`src/rtl/arm7tdmi_jtag_scan_master_if.sv`:
```
// Command/response channel between the debug host bridge and the JTAG scan master.
//   cmd_valid/cmd_ready : command handshake, one command per valid&ready cycle
//   cmd_op              : 00 TAP_RESET, 01 SCAN_IR, 10 SCAN_DR, 11 IDLE_CLKS
//   cmd_len             : bit count (scans) or TCK count (IDLE_CLKS)
//   cmd_data            : TDI bits, LSB shifted first
//   rsp_valid/rsp_data  : one-cycle completion pulse with captured TDO bits
//   busy                : sequence in progress
// Modport master is the host side, modport slave is the scan master side.
interface arm7tdmi_jtag_scan_master_if #(
    parameter int MAX_LEN = 32
);
    logic               cmd_valid;
    logic               cmd_ready;
    logic [1:0]         cmd_op;
    logic [5:0]         cmd_len;
    logic [MAX_LEN-1:0] cmd_data;
    logic               rsp_valid;
    logic [MAX_LEN-1:0] rsp_data;
    logic               busy;

    modport master (
        output cmd_valid, cmd_op, cmd_len, cmd_data,
        input  cmd_ready, rsp_valid, rsp_data, busy
    );

    modport slave (
        input  cmd_valid, cmd_op, cmd_len, cmd_data,
        output cmd_ready, rsp_valid, rsp_data, busy
    );
endinterface

```
`src/rtl/arm7tdmi_jtag_scan_master.sv`:
```
// Host-side JTAG sequencer for the on-chip debug TAP. Accepts one scan command
// at a time, generates TCK/TMS/TDI, captures TDO and returns one response.
// Ports:
//   clk, rst_n         : system clock, asynchronous active-low reset
//   host (slave)       : command/response channel (see interface file)
//   jtag_tck/tms/tdi   : generated JTAG pins, TCK idles low
//   jtag_tdo           : TDO from the TAP, sampled just before each TCK rise
module arm7tdmi_jtag_scan_master #(
    parameter int CLK_DIV = 4,
    parameter int MAX_LEN = 32
) (
    input  logic                              clk,
    input  logic                              rst_n,
    arm7tdmi_jtag_scan_master_if.slave        host,
    output logic                              jtag_tck,
    output logic                              jtag_tms,
    output logic                              jtag_tdi,
    input  logic                              jtag_tdo
);
    localparam int DIV_W  = (CLK_DIV > 1) ? $clog2(CLK_DIV) : 1;
    localparam int BIT_W  = (MAX_LEN > 1) ? $clog2(MAX_LEN) : 1;
    localparam int LEN_W  = 6;
    localparam int STEP_W = $clog2(MAX_LEN + 64);

    localparam logic [1:0] OP_TAP_RESET = 2'b00;
    localparam logic [1:0] OP_SCAN_IR   = 2'b01;
    localparam logic [1:0] OP_SCAN_DR   = 2'b10;
    localparam logic [1:0] OP_IDLE_CLKS = 2'b11;

    typedef enum logic [2:0] {IDLE, HEAD, SHIFT, TAIL, RESP} state_t;

    state_t             state, state_nxt, seg_inc;
    logic [DIV_W-1:0]   div_cnt, div_nxt;
    logic [STEP_W-1:0]  step, step_nxt, step_inc;
    logic [STEP_W-1:0]  total, total_nxt;
    logic [BIT_W-1:0]   bit_idx, bit_nxt, bit_inc;
    logic [1:0]         op, op_nxt;
    logic [LEN_W-1:0]   len, len_nxt, len_in;
    logic               tck_nxt, tms_nxt, tdi_nxt;
    logic               rsp_valid, rsp_valid_nxt;
    logic [MAX_LEN-1:0] rsp_data, rsp_data_nxt;
    logic [MAX_LEN-1:0] data, cap;
    logic               accept, capture;

    // Scans shift at least one bit and never more than the data width.
    function automatic logic [LEN_W-1:0] clamp_len(input logic [1:0] o, input logic [LEN_W-1:0] l);
        logic [LEN_W-1:0] r;
        r = l;
        if (o == OP_SCAN_IR || o == OP_SCAN_DR) begin
            if (l == '0) r = LEN_W'(1);
            else if (l > LEN_W'(MAX_LEN)) r = LEN_W'(MAX_LEN);
        end
        return r;
    endfunction

    function automatic logic [STEP_W-1:0] tck_total(input logic [1:0] o, input logic [LEN_W-1:0] l);
        logic [STEP_W-1:0] r;
        case (o)
            OP_TAP_RESET: r = STEP_W'(6);
            OP_SCAN_IR:   r = STEP_W'(l) + STEP_W'(6);
            OP_SCAN_DR:   r = STEP_W'(l) + STEP_W'(5);
            default:      r = STEP_W'(l);
        endcase
        return r;
    endfunction

    // TCKs before the first shift bit: RTI->Shift-IR takes 4, RTI->Shift-DR takes 3.
    function automatic logic [STEP_W-1:0] head_len(input logic [1:0] o);
        return (o == OP_SCAN_IR) ? STEP_W'(4) : STEP_W'(3);
    endfunction

    function automatic state_t seg_at(input logic [1:0] o, input logic [LEN_W-1:0] l,
                                      input logic [STEP_W-1:0] n);
        state_t r;
        if (o == OP_TAP_RESET || o == OP_IDLE_CLKS) r = HEAD;
        else if (n < head_len(o)) r = HEAD;
        else if (n < head_len(o) + STEP_W'(l)) r = SHIFT;
        else r = TAIL;
        return r;
    endfunction

    function automatic logic tms_at(input logic [1:0] o, input logic [LEN_W-1:0] l,
                                    input logic [STEP_W-1:0] n);
        logic [STEP_W-1:0] sh_end;
        logic              r;
        sh_end = head_len(o) + STEP_W'(l);
        case (o)
            OP_TAP_RESET: r = (n < STEP_W'(5));
            OP_IDLE_CLKS: r = 1'b0;
            default: begin
                if (n < head_len(o))
                    r = (n < ((o == OP_SCAN_IR) ? STEP_W'(2) : STEP_W'(1)));
                else if (n < sh_end)
                    r = (n == sh_end - 1'b1);   // last shift bit moves to Exit1
                else
                    r = (n == sh_end);          // Exit1 -> Update, then Update -> RTI
            end
        endcase
        return r;
    endfunction

    assign len_in = clamp_len(host.cmd_op, host.cmd_len);

    always_ff @(posedge clk or negedge rst_n) begin
        if (!rst_n) begin
            state     <= IDLE;
            div_cnt   <= '0;
            step      <= '0;
            bit_idx   <= '0;
            op        <= OP_TAP_RESET;
            len       <= '0;
            total     <= '0;
            jtag_tck  <= 1'b0;
            jtag_tms  <= 1'b1;
            jtag_tdi  <= 1'b0;
            rsp_valid <= 1'b0;
            rsp_data  <= '0;
        end else begin
            state     <= state_nxt;
            div_cnt   <= div_nxt;
            step      <= step_nxt;
            bit_idx   <= bit_nxt;
            op        <= op_nxt;
            len       <= len_nxt;
            total     <= total_nxt;
            jtag_tck  <= tck_nxt;
            jtag_tms  <= tms_nxt;
            jtag_tdi  <= tdi_nxt;
            rsp_valid <= rsp_valid_nxt;
            rsp_data  <= rsp_data_nxt;
        end
    end

    always_comb begin
        state_nxt     = state;
        div_nxt       = div_cnt;
        step_nxt      = step;
        bit_nxt       = bit_idx;
        op_nxt        = op;
        len_nxt       = len;
        total_nxt     = total;
        tck_nxt       = jtag_tck;
        tms_nxt       = jtag_tms;
        tdi_nxt       = jtag_tdi;
        rsp_valid_nxt = 1'b0;
        rsp_data_nxt  = rsp_data;
        accept        = 1'b0;
        capture       = 1'b0;
        step_inc      = step + 1'b1;
        bit_inc       = (state == SHIFT) ? bit_idx + 1'b1 : '0;
        seg_inc       = seg_at(op, len, step_inc);

        case (state)
            IDLE: begin
                if (host.cmd_valid) begin
                    accept    = 1'b1;
                    state_nxt = HEAD;
                    op_nxt    = host.cmd_op;
                    len_nxt   = len_in;
                    total_nxt = tck_total(host.cmd_op, len_in);
                    div_nxt   = '0;
                    step_nxt  = '0;
                    bit_nxt   = '0;
                    tck_nxt   = 1'b0;
                    // First TCK of every sequence except IDLE_CLKS leaves RTI with TMS=1.
                    tms_nxt   = (host.cmd_op != OP_IDLE_CLKS);
                    tdi_nxt   = 1'b0;
                end
            end
            HEAD, SHIFT, TAIL: begin
                if (total == '0) begin
                    state_nxt     = RESP;
                    rsp_valid_nxt = 1'b1;
                    rsp_data_nxt  = '0;
                end else if (div_cnt == DIV_W'(CLK_DIV - 1)) begin
                    div_nxt = '0;
                    tck_nxt = ~jtag_tck;
                    if (!jtag_tck) begin
                        capture = (state == SHIFT);
                    end else if (step == total - 1'b1) begin
                        state_nxt     = RESP;
                        rsp_valid_nxt = 1'b1;
                        rsp_data_nxt  = (op == OP_SCAN_IR || op == OP_SCAN_DR) ? cap : '0;
                    end else begin
                        step_nxt  = step_inc;
                        state_nxt = seg_inc;
                        tms_nxt   = tms_at(op, len, step_inc);
                        tdi_nxt   = (seg_inc == SHIFT) ? data[bit_inc] : 1'b0;
                        if (state == SHIFT && seg_inc == SHIFT) bit_nxt = bit_inc;
                    end
                end else begin
                    div_nxt = div_cnt + 1'b1;
                end
            end
            RESP:    state_nxt = IDLE;
            default: state_nxt = IDLE;
        endcase
    end

    // Command data and TDO capture; cleared on accept so bits past len read 0.
    always_ff @(posedge clk) begin
        if (accept) begin
            data <= host.cmd_data;
            cap  <= '0;
        end else if (capture) begin
            cap[bit_idx] <= jtag_tdo;
        end
    end

    assign host.cmd_ready = (state == IDLE);
    assign host.busy      = (state != IDLE);
    assign host.rsp_valid = rsp_valid;
    assign host.rsp_data  = rsp_data;
endmodule

```
`src/flat_wrapper.sv`:
```
// flat-port wrapper written by rule: the top's interface ports become plain ports
module arm7tdmi_jtag_scan_master_flat 
#(
    parameter int CLK_DIV = 4,
    parameter int MAX_LEN = 32
)
  (clk, rst_n, jtag_tck, jtag_tms, jtag_tdi, jtag_tdo, host_cmd_valid, host_cmd_op, host_cmd_len, host_cmd_data, host_cmd_ready, host_rsp_valid, host_rsp_data, host_busy);
  arm7tdmi_jtag_scan_master_if #(.MAX_LEN(MAX_LEN)) host_i ();
  input  logic clk;
  input  logic rst_n;
  output logic jtag_tck;
  output logic jtag_tms;
  output logic jtag_tdi;
  input  logic jtag_tdo;
  input wire logic [$bits(host_i.cmd_valid)-1:0] host_cmd_valid;
  input wire logic [$bits(host_i.cmd_op)-1:0] host_cmd_op;
  input wire logic [$bits(host_i.cmd_len)-1:0] host_cmd_len;
  input wire logic [$bits(host_i.cmd_data)-1:0] host_cmd_data;
  output wire logic [$bits(host_i.cmd_ready)-1:0] host_cmd_ready;
  output wire logic [$bits(host_i.rsp_valid)-1:0] host_rsp_valid;
  output wire logic [$bits(host_i.rsp_data)-1:0] host_rsp_data;
  output wire logic [$bits(host_i.busy)-1:0] host_busy;
  assign host_i.cmd_valid = host_cmd_valid;
  assign host_i.cmd_op = host_cmd_op;
  assign host_i.cmd_len = host_cmd_len;
  assign host_i.cmd_data = host_cmd_data;
  assign host_cmd_ready = host_i.cmd_ready;
  assign host_rsp_valid = host_i.rsp_valid;
  assign host_rsp_data = host_i.rsp_data;
  assign host_busy = host_i.busy;
  arm7tdmi_jtag_scan_master #(.CLK_DIV(CLK_DIV), .MAX_LEN(MAX_LEN)) u_core (.clk(clk), .rst_n(rst_n), .host(host_i), .jtag_tck(jtag_tck), .jtag_tms(jtag_tms), .jtag_tdi(jtag_tdi), .jtag_tdo(jtag_tdo));
endmodule
```
`config.mk`:
```
export PLATFORM = sky130hd
export DESIGN_NAME = arm7tdmi_jtag_scan_master_flat
export DESIGN_NICKNAME = d
export VERILOG_FILES = /design/src/rtl/arm7tdmi_jtag_scan_master_if.sv /design/src/rtl/arm7tdmi_jtag_scan_master.sv /design/src/flat_wrapper.sv
export SDC_FILE = /design/constraint.sdc
export NUM_CORES = 1
export LEC_CHECK = 0
export CORE_ASPECT_RATIO = 1.4
export CORE_MARGIN = 8
export CORE_UTILIZATION = 60
export DETAILED_ROUTE_END_ITERATION = 16
export HOLD_SLACK_MARGIN = 0.08
export PLACE_DENSITY = 0.95
export REMOVE_ABC_BUFFERS = 1
export SLEW_MARGIN = 40
export SYNTH_ARGS = -nofsm -noshare
export SYNTH_HDL_FRONTEND = slang
export SYNTH_SLANG_ARGS = --single-unit
```
`constraint.sdc`:
```
create_clock -name clk -period 6.2 [get_ports clk]
set_clock_uncertainty 0.05 [all_clocks]
set_input_delay 0.62 -clock clk [delete_from_list [all_inputs] [get_ports clk]]
set_output_delay 0.62 -clock clk [all_outputs]
set_load 0.01 [all_outputs]
```
---- After elaboration in Yosys (flattened, before gate mapping) ----
Cells that the tools add are included.
storage, ports and cells
  output and inout bits ................... 38
  input bits .............................. 44
  word-level logic and storage cells ...... 149
  register bits ........................... 132
operators by class
  magnitude comparators ................... 8
  multiplexer cells ....................... 73
  bitwise operators ....................... 1
  equal/unequal tests ..................... 22
  reductions and logical operators ........ 23
  add/sub/neg operators ................... 8
operators with widths
  cell                   count
  $mux W32               5
  $mux W5                7
  $mux W7                5
  $bwmux W32             1
  $mux W1                29
  $mux W3                8
  $eq A7 B7 Y1           3
  $lt A7 B7 Y1           3
  $pmux W7 S3            1
  $mux W6                3
  $add A6 B3 Y7 const B  2
  $pmux W7 S2            1
  $sub A7 B1 Y7 const B  2
  $lt A5 B6 Y1 const B   2
  $pmux W5 S2            1
  $eq A3 B2 Y1 const B   3
  $eq A2 B2 Y1 const B   4
  $mux W2                4
  $ne A2 B2 Y1 const B   4
  $pmux W1 S2            4
  $reduce_and A4 Y1      2
  $reduce_bool A2 Y1     4
  $add A3 B6 Y7          1
  $add A7 B1 Y7 const B  1
  26 further kinds       35

---- Logic depth before layout (Yosys ltp) ----
Gate-level depths: netlist of run 1.
  depth after elaboration ................. 15
  mapped depth ............................ 16

---- Worst setup path after synthesis of run 1 ----
OpenSTA, ideal clock, no wires.
  path type ............................... register -> register
  start point ............................. register u_core.op[0]
  end point ............................... register u_core.bit_idx[2]
  cell stages (with the launch flop) ...... 16
  arrival time ............................ 3.190 ns
  period minus slack after synthesis ...... 3.364 ns
  slack ................................... 2.836 ns
  path through ............................ dfrtp_1 -> ha_1 -> inv_1 -> ha_1 -> inv_1 -> fa_1 -> xnor2_1 -> inv_1 -> ha_1 -> o211ai_1 -> o311ai_0 -> o2111ai_1 -> and4b_1 -> buf_2 -> and3_4 -> a211o_1
between the ends
  word-level cells in the longest chain between the ends .. 11
  elaborated cells between the ends (all ways) .. 15
RTL lines
  element                          line                              text
  start, declared                  arm7tdmi_jtag_scan_master.sv:37   logic [1:0] op, op_nxt;
  start signal, assigned           arm7tdmi_jtag_scan_master.sv:123  op <= op_nxt;
  $eq A2 B1 Y1                     arm7tdmi_jtag_scan_master.sv:69   return (o == OP_SCAN_IR) ? STEP_W'(4) : STEP_W'(3);
  $mux W3                          arm7tdmi_jtag_scan_master.sv:69
  $add A3 B6 Y7                    arm7tdmi_jtag_scan_master.sv:77   else if (n < head_len(o) + STEP_W'(l)) r = SHIFT;
  $lt A7 B7 Y1                     arm7tdmi_jtag_scan_master.sv:77
  $mux W1                          arm7tdmi_jtag_scan_master.sv:77
  $mux W3                          arm7tdmi_jtag_scan_master.sv:76   else if (n < head_len(o)) r = HEAD;
  $mux W3 (*)                      arm7tdmi_jtag_scan_master.sv:75   if (o == OP_TAP_RESET || o == OP_IDLE_CLKS) r = HEAD;
  $eq A3 B2 Y1 (*)                 arm7tdmi_jtag_scan_master.sv:189  if (state == SHIFT && seg_inc == SHIFT) bit_nxt = bit_inc;
  $logic_and A1 B1 Y1 (*)          arm7tdmi_jtag_scan_master.sv:189
  $ne A2 B1 Y1 (no line) (*)       --
  $reduce_and A7 Y1 (no line) (*)  --
  end signal, assigned             arm7tdmi_jtag_scan_master.sv:122  bit_idx <= bit_nxt;
  end, declared                    arm7tdmi_jtag_scan_master.sv:36   logic [BIT_W-1:0] bit_idx, bit_nxt, bit_inc;
Every way passes the cells marked *; elsewhere a longest branch is shown, timed or not.
A chain may end at the register's enable or synchronous reset.

---- Worst setup path after layout of run 1 ----
Ends and elaborated chain as after synthesis.

==> flow_summary.toml, run 1 <==
[run_status]
status = "completed"

[clocking]
root_buffer = "clkbuf_16"
cts_sinks = 132
cts_tree = "done"
cts_buffers = 17
insertion_delay_ns = 0.43
max-clock-path-buffers = 2
htreeDepth = 4
post_cts_buffers = 0
cts_repair_resize_count = 0
holdBufCountCts = 0
clk_pin_slew_worst_paths_ns = 0.06

[yosys]
yosys_warnings = 0
synth_compound_area_share_pct = 15.2
ys_seq_elements = 132
synth_top_family_by_area = "simple AND/OR/NAND/NOR gates"
synth-simple-area-share_pct = 18.1
synth-adder-area-share_pct = 5.30
ys_types = 77
syn-cell-area_um2 = 7230
async_flop_share_pct = 51.5
synth-edff-count = 32
synth_area_leader_cell = "dfrtp_1"
synth_area_leaders = "dfrtp_1, edfxtp_1, dfxtp_1"
avgSynthCellArea_um2 = 9.47
synth_mux_area_share_pct = 6.74
syn_inst = 763
synthDominantCellAreaShare_pct = 23.2
synth_flop_cell = "dfrtp_1"
synth_xor_xnor_area_share_pct = 4.21
synth.yosys.seq_area_share_pct = 45.7

[timing]
worstMarginPinSlew_ns = 0.710
hold_violations = 0
fmax_ghz = 0.271
max_slew_margin_pct = 52.5
rsz0062_at_grt = "no"
setup_viol = 0
fin_setup_tns_ns = 0
fin_crit_ns = 3.69
min_period_over_period_pct = 59.5
drv_slew = 0

[critical_path]
crit_path_max_incr_delay_ns = 0.41
cp_slowest_cell = "fa_1"
startpoint_type = "flop"
required_ns = 6.45
crit_buf_inv = 3
reg2reg_depth = 14
critical_path.max_fanout = 8
critPathLaunch = "u_core.op[0]$_DFFE_PN0P_"
arrival_ns = 3.94
critical_path_class = "flop to flop"
reg2reg_from = "u_core.op[0]$_DFFE_PN0P_"
end_kind = "flop"
cp.depth = 14
path_cells = "ha_1, inv_1, ha_1, inv_1, fa_1, xnor2_1, inv_1, ha_1, o211ai_1, o311ai_0, o2111ai_1, and4b_1, and3_4, a211o_1"
cp_top_family = "adder cells"

[detailed_routing]
vias = 5904
ant_nets = 0
drtIter0Drc = 484
dr.pass1.iters = 5
via_per_inst = 6.01
wl_per_cell_um = 18.0
drc_errors = 0
wl_mm = 17.6

[power]
leakagePower_uw = 0.00376
p_per_area_nw_per_um2 = 444
power.ir.vdd_worst_mv = 0.278

[layout]
fin_nets = 896
layout_common_cells = "nand2_1, clkdlybuf4s50_1, dfrtp_1, o21ai_0, nor2_1"
drive_above_1_share_pct = 7.43
area_growth_pct = 19.5
insertedDiodeCount = 0
fin_area_um2 = 8640
final_common_cell = "nand2_1"

[place]
io_buffers = 81
hpwl_mm = 11.7
place_area_um2 = 8050
place.gp.congestion = 0.870

[floorplan]
die_h_um = 146
die_area_um2 = 15900
chipWidth_um = 109
start_util_pct = 61.1
core_area_um2 = 11800
io_pins = 82
rows = 47

[global_routing]
grt_use_total_pct = 23.2
grt_pass1_vias = 6041
grt_pass1_wl_mm = 29.5
grt_max_degree = 69
antenna_found_initial = 0
grt_remaining_overflow = 0

[job]
maxCapViolCount = 0

[hold_path]
min_path_type = "input port to asynchronous set/reset pin"
==> area by class of cell <==
type | count | area [µm²]
multi-input cells | 553 | 3600
flip-flops and latches | 132 | 3300
fillers | 768 | 3180
repair buffers | 87 | 850
clock buffers | 24 | 523
well taps | 147 | 184
inverters | 31 | 116
clock inverters | 8 | 62.6
==> synth_stat cells, types with 15 or more instances <==
| cell type | instances |
|---|---|
| o21ai_0 | 61 |
| nand2_1 | 142 |
| dfxtp_1 | 32 |
| dfrtp_1 | 67 |
| ha_1 | 29 |
| a21oi_1 | 17 |
| buf_2 | 18 |
| edfxtp_1 | 32 |
| nand3_1 | 15 |
| xnor2_1 | 15 |
| clkbuf_1 | 24 |
| mux2i_1 | 43 |
| inv_1 | 31 |
| nor2_1 | 60 |
==> flip-flops by register name, indices dropped and copies added, names as in the netlist <==
register	count
u_core.div_cnt	2
u_core.bit_idx	5
u_core.host.rsp_data	32
u_core.data	32
u_core.op	2
u_core.jtag_tdi	1
u_core.step	7
u_core.cap	32
u_core.total	7
u_core.len	6
u_core.state	3
u_core.jtag_tck	1
u_core.host.rsp_valid	1
u_core.jtag_tms	1
==> power breakdown <==
group          switching (µW)  total (µW)  internal, µW  leakage [µW]
combinational             971        1640           665       0.00203
clock                     382         974           591      0.000281
sequential                167        1230          1060       0.00145
total                    1520        3840          2320       0.00376
==> layer usage <==
metal / part of all wire, % / track usage [%] / vias up
met4: 3.1 / 12.9 / 0
li1: - / - / 2789
met2: 53 / 40.2 / 227
met5: 0 / 0 / -
met3: 5.6 / 4.26 / 47
met1: 38 / 25.8 / 2841
==> stage by stage <==
step / power (µW) / instances / hold WS (ns) / worst slack, ns / utilization [%]
after floorplan: 2310 / 716 / 0.274 / 2.41 / -
final: 3840 / 982 / 0.235 / 2.51 / 73.1
after CTS: 3820 / 982 / 0.269 / 2.54 / 73.1
after global routing: 4060 / 982 / 0.299 / 2.31 / 73.1
after detailed placement: 2820 / 950 / 0.386 / 2.56 / 68.1
after global placement: 2760 / 950 / 0.383 / 2.68 / 68.1
==> cell families (layout without fill, tap and decap cells) <==
logic type / after synthesis / in the layout
AOI/OAI and AO/OA: 165 / 165
xor gates and xnor gates: 29 / 29
adders and majority gates: 30 / 30
and+or+nand+nor: 281 / 281
muxes: 48 / 48
buffers and inverters: 78 / 150
DFF: 132 / 132
==> worst paths after layout <==
check | to | slack, ns
max reg2reg | u_core.bit_idx[2]$_DFFE_PN0P_ | 2.51
min reg2reg | u_core.host.rsp_data[30]$_DFFE_PN0P_ | 0.39
max | u_core.bit_idx[2]$_DFFE_PN0P_ | 2.51
max in group asynchronous | u_core.len[2]$_DFFE_PN0P_ | 5.40
min in group clk | u_core.host.rsp_data[30]$_DFFE_PN0P_ | 0.39
min | u_core.host.rsp_data[21]$_DFFE_PN0P_ | 0.24
Power figures use the tool's default switching activity.
==> inputs of run 2 (changes only) <==
Settings changed: CORE_UTILIZATION 60 to 57, PLACE_DENSITY 0.95 to 0.92.
Clock period 6.2 ns to 3.6 ns, I/O delays scaled along.
==> run 2 against run 1 <==
  * Non-clock buffer count increased by 13
  * Final cell count rose by 1.6%
  * Die area is 4.6% higher
==> flow_summary.toml, run 2 (same netlist as run 1, synthesis figures left out) <==
[run_status]
status = "completed"

[floorplan]
die_h_um = 149
io_pins = 82
rows = 48
start_util_pct = 58.4
core_area_um2 = 12400
chipWidth_um = 111
die_area_um2 = 16600

[timing]
setup_viol = 0
setup_ws_ns = 0.227
worstMarginPinSlew_ns = 0.745
hold_violations = 0
fin_hold_ws_ns = 0.394
rsz0062_at_grt = "no"
drv_slew = 0
fin_crit_ns = 3.37
fmax_ghz = 0.296
max_slew_margin_pct = 50.2
min_period_over_period_pct = 93.7
fin_setup_tns_ns = 0

[layout]
drive_above_1_share_pct = 9.32
insertedDiodeCount = 0
largestRegisters = "u_core.cap: 32 flops, u_core.data: 32 flops, u_core.host.rsp_data: 32 flops"
area_growth_pct = 21.1
final_common_cell = "nand2_1"
layout_common_cells = "nand2_1, clkdlybuf4s50_1, dfrtp_1, o21ai_0, nor2_1"
fin_nets = 909
fin_area_um2 = 8750

[hold_path]
min_path_type = "flop to flop"
hp-start = "u_core.cap[28]$_SDFFE_PP0P_"

[critical_path]
end_kind = "flop"
startpoint_type = "flop"
arrival_ns = 3.62
critical_path.max_fanout = 7
required_ns = 3.85
critPathLaunch = "u_core.op[1]$_DFFE_PN0P_"
critical_path_class = "flop to flop"
reg2reg_from = "u_core.op[1]$_DFFE_PN0P_"

[detailed_routing]
wl_per_cell_um = 17.9
via_per_inst = 6.03
dr.pass1.iters = 6
drc_errors = 0
vias = 6020
ant_nets = 0
drtIter0Drc = 474
wl_mm = 17.8

[power]
power.ir.vdd_worst_mv = 0.439
p_per_area_nw_per_um2 = 775
finalPower_uw = 6780
leakagePower_uw = 0.00383

[global_routing]
antenna_found_initial = 0
grt_use_total_pct = 21.5
use_met1_pct = 22.5
grt_max_degree = 67
grt_remaining_overflow = 0
grt_pass1_vias = 6191
grt_pass1_wl_mm = 29.5
busiest_layer = "met2"
met2_usage_pct = 38.4
global_route.usage.met3_pct = 4.23

[clocking]
cts_tree = "done"
cts_sinks = 132
htreeDepth = 4
root_buffer = "clkbuf_16"
clk_pin_slew_worst_paths_ns = 0.06
insertion_delay_ns = 0.42
cts_buffers = 17
max-clock-path-buffers = 2

[place]
place_area_um2 = 8120
io_buffers = 81
dp_slack_ns = 0.171
place.gp.congestion = 0.881
hpwl_mm = 12.5

[job]
maxCapViolCount = 0
-- run 2: cell count changes in the layout (fill, tap and decap cells not counted), sizes merged --
cell,change
dlygate4sd3,+1
buf,+12
clkinvlp,-2
clkbuf,-6
inv,+5
clkinv,+2
bufinv,+1
-- run 2: layout make-up --
class / count / area, µm²
fillers: 847 / 3620
multi-input cells: 553 / 3610
flip-flops and latches: 132 / 3300
repair buffers: 100 / 946
clock buffers: 18 / 439
well taps: 150 / 188
clock inverters: 14 / 140
inverters: 31 / 116
-- run 2: power by group --
| part | internal, µW | total (µW) | switching (µW) | leakage [µW] |
|---|---|---|---|---|
| logic | 1270 | 2990 | 1720 | 0.00209 |
| registers | 1830 | 2110 | 280 | 0.00145 |
| clock network | 988 | 1690 | 699 | 0.000286 |
-- run 2: metrics by stage --
step                      std cells  util, %
after floorplan                 716        -
after global placement          963     65.7
after detailed placement        963     65.7
after CTS                       996     70.4
after global routing            998     70.7
final                           998     70.7
-- run 2: layer usage --
layer	share of wire (%)	up-vias
met4	5.0	0
met3	4.7	71
met2	53	226
li1	-	2819
met1	37	2904
met5	0	-
-- run 2: repair_timing --
| action | 4_1_cts | 5_1_grt |
|---|---|---|
| setup buffers | 0 | 2 |
| endpoints found under the hold margin | 25 | 0 |
| hold buffers | 1 | 0 |
| gates resized for setup | 0 | 5 |
| setup endpoints to repair | 0 | 4 |
-- run 2: worst paths after layout --
kind | end | slack [ns] | cells past startpoint
min | u_core.host.rsp_data[28]$_DFFE_PN0P_ | 0.39 | 2
max | u_core.bit_idx[1]$_DFFE_PN0P_ | 0.23 | 14
max in group asynchronous | u_core.step[1]$_DFFE_PN0P_ | 2.08 | 3
min in group asynchronous | u_core.host.rsp_data[20]$_DFFE_PN0P_ | 0.43 | 2
max reg2reg | u_core.bit_idx[1]$_DFFE_PN0P_ | 0.23 | 14
min reg2reg | u_core.host.rsp_data[28]$_DFFE_PN0P_ | 0.39 | 2
-- run 2: critical path, stage by stage, from the launching register on --
cell	delay (ns)
dfrtp_1	0.37
inv_1	0.09
ha_1	0.17
inv_1	0.09
ha_1	0.31
a21o_1	0.20
a21o_1	0.21
xnor2_2	0.16
ha_1	0.35
o211ai_1	0.10
o311ai_0	0.11
o2111ai_1	0.20
and4b_2	0.35
and3_4	0.22
a211o_1	0.28
